--- config.mk ---
export PLATFORM = sky130hd
export DESIGN_NAME = execute_iter
export DESIGN_NICKNAME = d
export VERILOG_FILES = /design/src/rtl/execute_iter.sv
export SDC_FILE = /design/constraint.sdc
export NUM_CORES = 1
export LEC_CHECK = 0
export CORE_AREA = 4 4 202 204
export DETAILED_ROUTE_END_ITERATION = 16
export DIE_AREA = 0 0 206 208
export HOLD_SLACK_MARGIN = 0.03
export PLACE_DENSITY_LB_ADDON = 0.05
export SETUP_SLACK_MARGIN = 0.2
export SLEW_MARGIN = 20
export SYNTH_ARGS = -nofsm -noshare
export SYNTH_HDL_FRONTEND = slang
export SYNTH_SLANG_ARGS = --single-unit
--- constraint.sdc ---
create_clock -name clk -period 4.71 [get_ports clk]
set_input_delay 0.942 -clock clk [delete_from_list [all_inputs] [get_ports clk]]
set_output_delay 0.942 -clock clk [all_outputs]
set_load 0.01 [all_outputs]
--- src/rtl/execute_iter.sv ---
// Execute stage: single-cycle ALU plus an iterative radix-2 restoring divider.
// The divider holds decode off through stall_o until its result is written.
// The stage also owns the architectural {N,Z,C,V} flags.
module execute_iter #(
    parameter int WORD = 32,
    parameter int W_RD = 5,
    parameter int W_SH = $clog2(WORD)
) (
    input  logic            clk,
    input  logic            rst,
    input  logic            v_i,
    output logic            stall_o,
    input  logic            flush_i,
    input  logic [3:0]      op_i,
    input  logic [WORD-1:0] a_i,
    input  logic [WORD-1:0] b_i,
    input  logic            wb_i,
    input  logic [W_RD-1:0] rd_num_i,
    output logic            v_o,
    output logic            wb_o,
    output logic [W_RD-1:0] rd_num_o,
    output logic [WORD-1:0] rd_data_o,
    output logic [3:0]      status_o
);

    localparam logic [3:0] OP_ADD  = 4'd0;
    localparam logic [3:0] OP_SUB  = 4'd1;
    localparam logic [3:0] OP_AND  = 4'd2;
    localparam logic [3:0] OP_OR   = 4'd3;
    localparam logic [3:0] OP_XOR  = 4'd4;
    localparam logic [3:0] OP_SLL  = 4'd5;
    localparam logic [3:0] OP_SRL  = 4'd6;
    localparam logic [3:0] OP_SRA  = 4'd7;
    localparam logic [3:0] OP_SLT  = 4'd8;
    localparam logic [3:0] OP_SLTU = 4'd9;
    localparam logic [3:0] OP_DIVU = 4'd10;
    localparam logic [3:0] OP_REMU = 4'd11;

    typedef enum logic {IDLE, BUSY} state_t;

    state_t          state;
    logic [W_SH-1:0] cnt;
    logic [WORD-1:0] quo;      // dividend bits shift out of the top, quotient bits shift in at the bottom
    logic [WORD-1:0] rem;
    logic [WORD-1:0] dvs;
    logic            div_rem;
    logic            div_wb;
    logic [W_RD-1:0] div_rd;

    logic            acc;
    logic            is_div;
    logic [W_SH-1:0] sh;
    logic [WORD:0]   add_s;
    logic [WORD:0]   sub_s;
    logic [WORD-1:0] alu_res;
    logic            alu_c;
    logic            alu_v;
    logic            alu_ok;

    logic [WORD:0]   rem_sh;
    logic [WORD:0]   rem_diff;
    logic            q_bit;
    logic [WORD-1:0] rem_nxt;
    logic [WORD-1:0] quo_nxt;
    logic [WORD-1:0] div_res;

    assign stall_o = (state == BUSY);
    assign acc     = v_i & ~stall_o & ~flush_i;
    assign is_div  = (op_i == OP_DIVU) || (op_i == OP_REMU);
    assign sh      = b_i[W_SH-1:0];
    assign add_s   = {1'b0, a_i} + {1'b0, b_i};
    assign sub_s   = {1'b0, a_i} + {1'b0, ~b_i} + (WORD+1)'(1);

    // Single-cycle result and flag candidates; divide-by-zero also resolves here
    always_comb begin
        alu_res = '0;
        alu_c   = 1'b0;
        alu_v   = 1'b0;
        alu_ok  = 1'b1;
        case (op_i)
            OP_ADD: begin
                alu_res = add_s[WORD-1:0];
                alu_c   = add_s[WORD];
                alu_v   = (a_i[WORD-1] == b_i[WORD-1]) && (add_s[WORD-1] != a_i[WORD-1]);
            end
            OP_SUB: begin
                alu_res = sub_s[WORD-1:0];
                alu_c   = sub_s[WORD];
                alu_v   = (a_i[WORD-1] != b_i[WORD-1]) && (sub_s[WORD-1] != a_i[WORD-1]);
            end
            OP_AND:  alu_res = a_i & b_i;
            OP_OR:   alu_res = a_i | b_i;
            OP_XOR:  alu_res = a_i ^ b_i;
            OP_SLL:  alu_res = a_i << sh;
            OP_SRL:  alu_res = a_i >> sh;
            OP_SRA:  alu_res = WORD'($signed(a_i) >>> sh);
            OP_SLT:  alu_res = {{(WORD-1){1'b0}}, $signed(a_i) < $signed(b_i)};
            OP_SLTU: alu_res = {{(WORD-1){1'b0}}, a_i < b_i};
            OP_DIVU: begin
                alu_res = '1;
                alu_v   = 1'b1;
            end
            OP_REMU: begin
                alu_res = a_i;
                alu_v   = 1'b1;
            end
            default: alu_ok = 1'b0;
        endcase
    end

    // One restoring step: the extra top bit of the difference is the borrow
    always_comb begin
        rem_sh   = {rem, quo[WORD-1]};
        rem_diff = rem_sh - {1'b0, dvs};
        q_bit    = ~rem_diff[WORD];
        rem_nxt  = q_bit ? rem_diff[WORD-1:0] : rem_sh[WORD-1:0];
        quo_nxt  = {quo[WORD-2:0], q_bit};
        div_res  = div_rem ? rem_nxt : quo_nxt;
    end

    // Divider FSM and result/flag registers; flush beats divider completion
    always_ff @(posedge clk or negedge rst) begin
        if (!rst) begin
            state     <= IDLE;
            cnt       <= '0;
            quo       <= '0;
            rem       <= '0;
            dvs       <= '0;
            div_rem   <= 1'b0;
            div_wb    <= 1'b0;
            div_rd    <= '0;
            v_o       <= 1'b0;
            wb_o      <= 1'b0;
            rd_num_o  <= '0;
            rd_data_o <= '0;
            status_o  <= '0;
        end else begin
            v_o  <= 1'b0;
            wb_o <= 1'b0;
            if (flush_i) begin
                state <= IDLE;
            end else if (state == BUSY) begin
                quo <= quo_nxt;
                rem <= rem_nxt;
                if (cnt == '0) begin
                    state     <= IDLE;
                    v_o       <= 1'b1;
                    wb_o      <= div_wb;
                    rd_num_o  <= div_rd;
                    rd_data_o <= div_res;
                    status_o  <= {div_res[WORD-1], div_res == '0, 2'b00};
                end else begin
                    cnt <= cnt - W_SH'(1);
                end
            end else if (acc) begin
                if (is_div && (b_i != '0)) begin
                    state   <= BUSY;
                    cnt     <= W_SH'(WORD-1);
                    quo     <= a_i;
                    rem     <= '0;
                    dvs     <= b_i;
                    div_rem <= (op_i == OP_REMU);
                    div_wb  <= wb_i;
                    div_rd  <= rd_num_i;
                end else begin
                    v_o       <= 1'b1;
                    wb_o      <= wb_i & alu_ok;
                    rd_num_o  <= rd_num_i;
                    rd_data_o <= alu_res;
                    if (alu_ok)
                        status_o <= {alu_res[WORD-1], alu_res == '0, alu_c, alu_v};
                end
            end
        end
    end

endmodule

======== After elaboration in Yosys (flattened, before gate mapping) ========
Cells that the tools add are included.
storage, ports and cells
  bits in latches ......................... 0
  bits in read-only memories .............. 0
  flip-flop bits (word level) ............. 152
  memory bits (writable) .................. 0
  output and inout bits ................... 44
  memories ................................ 0
  logic and storage cells ................. 114
  input bits .............................. 78
cells by class
  shift operators ......................... 3
  divide/modulo/power cells ............... 0
  multiplexer cells ....................... 44
  magnitude comparators ................... 2
  reduce and logical (&&, ||, !) cells .... 19
  multiply operators ...................... 0
  add/subtract/negate cells ............... 5
  bitwise logic cells ..................... 10
  equality and inequality tests ........... 18
operators with widths
  cell                     number
  $mux W32                 12
  $pmux W32 S12            1
  $add A32 B32 Y33         2
  $logic_not A32 Y1        2
  $lt A32 B32 Y1           2
  $mux W5                  8
  $add A33 B1 Y33 const B  1
  $sub A33 B32 Y33         1
  $and A32 B32 Y32         1
  $not A32 Y32             1
  $or A32 B32 Y32          1
  $reduce_bool A32 Y1      1
  $shl A32 B5 Y32          1
  $shr A32 B5 Y32          1
  $sshr A32 B5 Y32         1
  $xor A32 B32 Y32         1
  $mux W4                  5
  $eq A4 B3 Y1 const B     4
  $eq A4 B4 Y1 const B     4
  $mux W1                  16
  $reduce_and A4 Y1        3
  $reduce_or A12 Y1        1
  $eq A4 B2 Y1 const B     2
  $reduce_bool A2 Y1       3
  17 further kinds         26

======== Logic depth before layout (Yosys ltp) ========
  depth in word-level cells ............... 10
  gate-level depth with buffers ........... 19
  depth with buffers taken out ............ 16

======== Least setup slack after synthesis ========
Ideal clock, no wire load.
  path kind ............................... input -> register
  start ................................... input b_i[2]
  end ..................................... register status_o[2]
  cell stages on the path ................. 18
  slack ................................... -0.461 ns
  buffers on the path ..................... 4
  required time ........................... 4.630 ns
  library setup time ...................... 0.080 ns
  arrival time ............................ 5.091 ns
  cells stage by stage .................... buf_2 buf_2 inv_1 clkbuf_8 clkbuf_1 ha_1 a21o_1 nand4_1 a2111o_1 nand3_2 o221ai_2 or3_1 a211o_1 o31ai_1 o311ai_1 or4_4 or4_1 o211ai_2
on the way
  longest elaborated chain between the ends .. 9
  elaborated cells between the ends (all ways) .. 22
  classes of those cells .................. add/sub (3); order compare (2); eq/ne (1); shift (3); mux (5); bitwise (4); reduce/logical (4)
ends and longest elaborated chain
  element                 line  RTL
  start: declaration      16    input logic [WORD-1:0] b_i,
  $not A32 Y32            72    assign sub_s = {1'b0, a_i} + {1'b0, ~b_i} + (WORD+1)'(1);
  $add A32 B32 Y33        72
  $add A33 B1 Y33         72
  $pmux W32 S12           80    case (op_i)
  $logic_not A32 Y1       171   status_o <= {alu_res[WORD-1], alu_res == '0, alu_c, alu_v};
  $mux W4                 170   if (alu_ok)
  $mux W4                 156   if (is_div && (b_i != '0)) begin
  $mux W4                 155   end else if (acc) begin
  $mux W4                 142   end else if (state == BUSY) begin
  end signal: assignment  151   status_o <= {div_res[WORD-1], div_res == '0, 2'b00};
  end signal: assignment  171
  end: declaration        23    output logic [3:0] status_o
Several ways; a longest one is shown, not always the timed one. The select of a mux whose other input is x is not followed.
A chain may end at the register's enable or synchronous reset.

======== Worst setup path in the final report ========
  start ................................... register quo[31]
  end ..................................... register status_o[2]
on the way
  longest elaborated chain between the ends .. 6
  elaborated cells between the ends (all ways) .. 7
  classes of those cells .................. add/sub (1); mux (4); bitwise (1); reduce/logical (1)
ends and longest elaborated chain
  element                                        line      RTL
  start: declaration                             43        logic [WORD-1:0] quo;
  start signal: assignment                       143       quo <= quo_nxt;
  start signal: assignment                       159       quo <= a_i;
  $sub A33 B32 Y33                               114       rem_diff = rem_sh - {1'b0, dvs};
  $mux W32 / $not A1 Y1 (equally long branches)  116, 115
  $mux W32 *                                     118       div_res = div_rem ? rem_nxt : quo_nxt;
  $logic_not A32 Y1 *                            151
  $mux W4 *                                      145       if (cnt == '0) begin
  $mux W4 *                                      142
Mark *: on every way between the ends. The rest lies on a longest branch, timed or not. The select of a mux whose other input is x is not followed.

==> impl_metrics.py <==
metrics = {
    "outcome": {
        "outcome": "finished clean",
    },
    "cells_and_area": {
        "post-route-util": 0.690,
        "drive_gt1_frac": 0.330,
        "nNetsFinal": 3287,
        "syn2layout_area_growth_pct": 40.0,
        "n_fill_cell": 3204,
    },
    "timing": {
        "clock_skew_ns": 0.0232,
        "hold_viol": 0,
        "slew_violations": 0,
        "setup_viol": 0,
        "slew-limit-headroom": 0.313,
        "period_share": 0.974,
        "rsz0062_at_grt": "true",
        "worstMarginPinSlew_ns": 1.03,
        "fmax_ghz": 0.218,
        "fin_crit_ns": 4.59,
        "hold_ws_ns": 0.508,
    },
    "grt": {
        "grt_pass1_wl_um": 145000,
        "grt_max_degree": 96,
        "grt_pass1_vias": 23100,
        "use_met1": 0.574,
        "antenna_found_initial": 3,
        "top_usage_layer": "met2",
        "grt_util_met3": 0.128,
        "grt_overflow_total": 0,
        "grtUsageMet2": 0.669,
        "grt_usage": 0.446,
    },
    "cts": {
        "clockBufferDepth": 2,
        "clockRootBuffer": "clkbuf_16",
        "clk_latency_ns": 0.45,
        "clkSlewWorstSetupHoldPaths_ns": 0.08,
        "h-tree-depth": 4,
        "cts_sinks": 152,
        "tritoncts": "done",
        "cts_buffers": 17,
        "hold_buffers": 0,
    },
    "logic_synthesis": {
        "synth_cell_types": 109,
        "synth-adder-area-share": 0.0923,
        "syn-mean-instance-area_sq_um": 7.99,
        "ys_ff_latch": 152,
        "synthXorXnorAreaFrac": 0.0181,
        "synth.most_common_cell": "nand2_1",
        "synth_warnings": 0,
        "synth_flop_cell": "dfrtp_1",
        "syn_nets": 2643,
        "yosysSeqAreaShare": 0.196,
        "yosysTopAreaCellShare": 0.196,
        "async_flop_share": 1.00,
        "syn_area_sq_um": 19400,
        "synth_compound_area_frac": 0.268,
        "synth-simple-area-share": 0.176,
        "synth_edf_count": 0,
        "synth_common_cells": "245 x nand2_1, 227 x nor2_1, 207 x o21ai_0, 183 x a21oi_1, 152 x dfrtp_1",
        "muxShareOfSynthArea": 0.163,
        "synth_top_family_by_area": "compound AO/OA/AOI/OAI gates",
        "syn_inst": 2424,
        "synth_area_leaders": "dfrtp_1 20%, ha_1 8.9%, mux4_2 6.4%, mux2i_1 5.8%, o21ai_0 5.3%",
        "synth_top_area_cell": "dfrtp_1",
    },
    "worst_setup_path": {
        "cp_slowest_cell": "or4_4",
        "crit_type": "flop to flop",
        "worst-endpoint-required_ns": 5.09,
        "reg2reg_slack_ns": 0.12,
        "critPathLaunchType": "flop",
        "arrival_ns": 4.97,
        "cp_cell_sequence": "inv_2 -> ha_4 -> inv_1 -> fa_2 -> a211oi_4 -> o211ai_1 -> nand3_2 -> a31oi_4 -> o31a_1 -> nor2_4 -> buf_4 -> mux2i_2 -> a21o_2 -> nand4_1 -> or4_1 -> or4_4 -> o211ai_2",
        "max_stage_delay_ns": 0.61,
        "path_max_fanout": 5,
        "setup.worst_path.end_class": "flop",
    },
    "drt": {
        "antenna_left": 0,
        "drt_wl_total_um": 100000,
        "drc": 0,
        "drt_iter0_drc": 3498,
        "firstDrtPassIters": 8,
        "via_per_inst": 6.70,
        "wire_per_inst_um": 27.9,
        "vias": 24200,
    },
    "floorplanning": {
        "core_area_sq_um": 39300,
        "dieWidth_um": 206,
        "die_area_sq_um": 42800,
        "die_y_um": 208,
        "row_count": 73,
        "io_pins": 122,
        "start_util": 0.493,
    },
    "worst_hold_path": {
        "min_path_type": "flop to flop",
    },
    "power": {
        "p_per_area_nw_per_um2": 252,
        "p_leak_uw": 0.0123,
        "peakVddDrop_mv": 0.225,
    },
    "flow_run": {
        "drv_cap": 0,
    },
    "placed_design": {
        "hpwl_um": 79100,
        "gp_congestion": 1.10,
        "io_buffers": 121,
    },
}
==> stage by stage <==
stage	power [uW]	instances	setup WS [ns]	area [sq um]	setup TNS [ns]
after global routing	7070	3606	0.0779	27100	0
after global placement	4970	3544	-0.453	25500	-1.08
after floorplan	3380	2424	0.0893	19500	0
after detailed placement	5050	3544	-0.547	25500	-1.46
after CTS	6570	3586	0.201	26500	0
final	6830	3608	0.121	27100	0
==> state kept, by name, indices dropped and copies added (netlist names) <==
signal	count
div_wb	1
rd_num_o	5
div_rem	1
v_o	1
rem	32
rd_data_o	32
quo	32
status_o	4
cnt	5
dvs	32
stall_o	1
wb_o	1
div_rd	5
==> final timing paths <==
check / to / startpoint / depth (start not counted)
max: status_o[2]$_DFFE_PN0P_ / quo[31]$_DFFE_PN0P_ / 17
min: rd_data_o[5]$_DFFE_PN0P_ / rd_data_o[5]$_DFFE_PN0P_ / 1
max reg2reg: status_o[2]$_DFFE_PN0P_ / quo[31]$_DFFE_PN0P_ / 17
min reg2reg: rd_data_o[5]$_DFFE_PN0P_ / rd_data_o[5]$_DFFE_PN0P_ / 1
max in group asynchronous: dvs[14]$_DFFE_PN0P_ / rst / 2
min in group asynchronous: cnt[1]$_DFFE_PN0P_ / rst / 1
==> report_power, final <==
part           switching [uW]  leakage, uW  total [uW]  internal (uW)
sequential                191      0.00188        1750           1560
clock                     672     0.000300        1440            769
combinational            1990       0.0102        3640           1650
==> logic make-up after synthesis <==
family,Yosys count
AOI/OAI and AO/OA,788
xor gates and xnor gates,40
adders and majority gates,141
buffers and inverters,352
DFF,152
muxes,222
and+or+nand+nor,729
==> per-layer routing <==
metal | vias up | part of all wire
met1 | 11600 | 0.37
met3 | 430 | 0.13
met4 | 0 | 0.076
li1 | 10300 | -
met5 | - | 0
met2 | 1853 | 0.43
==> timing repair <==
item	in CTS	in global routing
pin swaps	35	46
hold endpoints to repair	0	0
resized for setup	69	111
setup endpoints to repair	2	7
gates cloned	0	0
buffers inserted	10	20
==> cells in the final DEF, fill, tap and decap left out, drive strengths merged, types with 15 or more instances in the layout <==
master,Yosys,routed
nor4,28,28
a221oi,19,19
nor2,228,228
a21o,43,43
nor2b,17,17
mux2i,113,113
nor3,43,43
a31oi,30,30
nand2b,21,21
o22ai,19,19
ha,138,138
a21oi,183,183
o31ai,18,18
nand4,21,21
xor2,15,15
mux4,66,66
dfrtp,152,152
clkbuf,130,18
xnor2,25,25
mux2,43,43
nand3,31,31
o2111ai,19,19
buf,72,716
dlymetal6s2s,0,17
a22oi,15,15
o21ai,218,218
or4,15,15
inv,147,154
clkdlybuf4s50,0,95
o211ai,20,20
and2,16,16
and3,16,16
a211oi,42,42
a22o,18,18
nand2,245,245
==> layout make-up <==
cell class	instances	area, sq um	share of cell area
well taps	525	657	0.0242
flip-flops and latches	152	3810	0.140
clock inverters	15	199	0.00734
inverters	147	559	0.0206
clock buffers	17	425	0.0157
repair buffers	830	6790	0.251
multi-input cells	1920	14700	0.541
diodes	2	5.00	0.000185
==> critical path: cells and delay by family, from the launching register on <==
family | cells | cell delay (ns)
buffers and inverters | 3 | 0.36
adders and majority gates | 2 | 0.52
AOI/OAI and AO/OA | 6 | 1.28
and+or+nand+nor | 5 | 1.68
muxes | 1 | 0.29
DFF | 1 | 0.39
No activity file was read; power rests on OpenSTA's default activity.
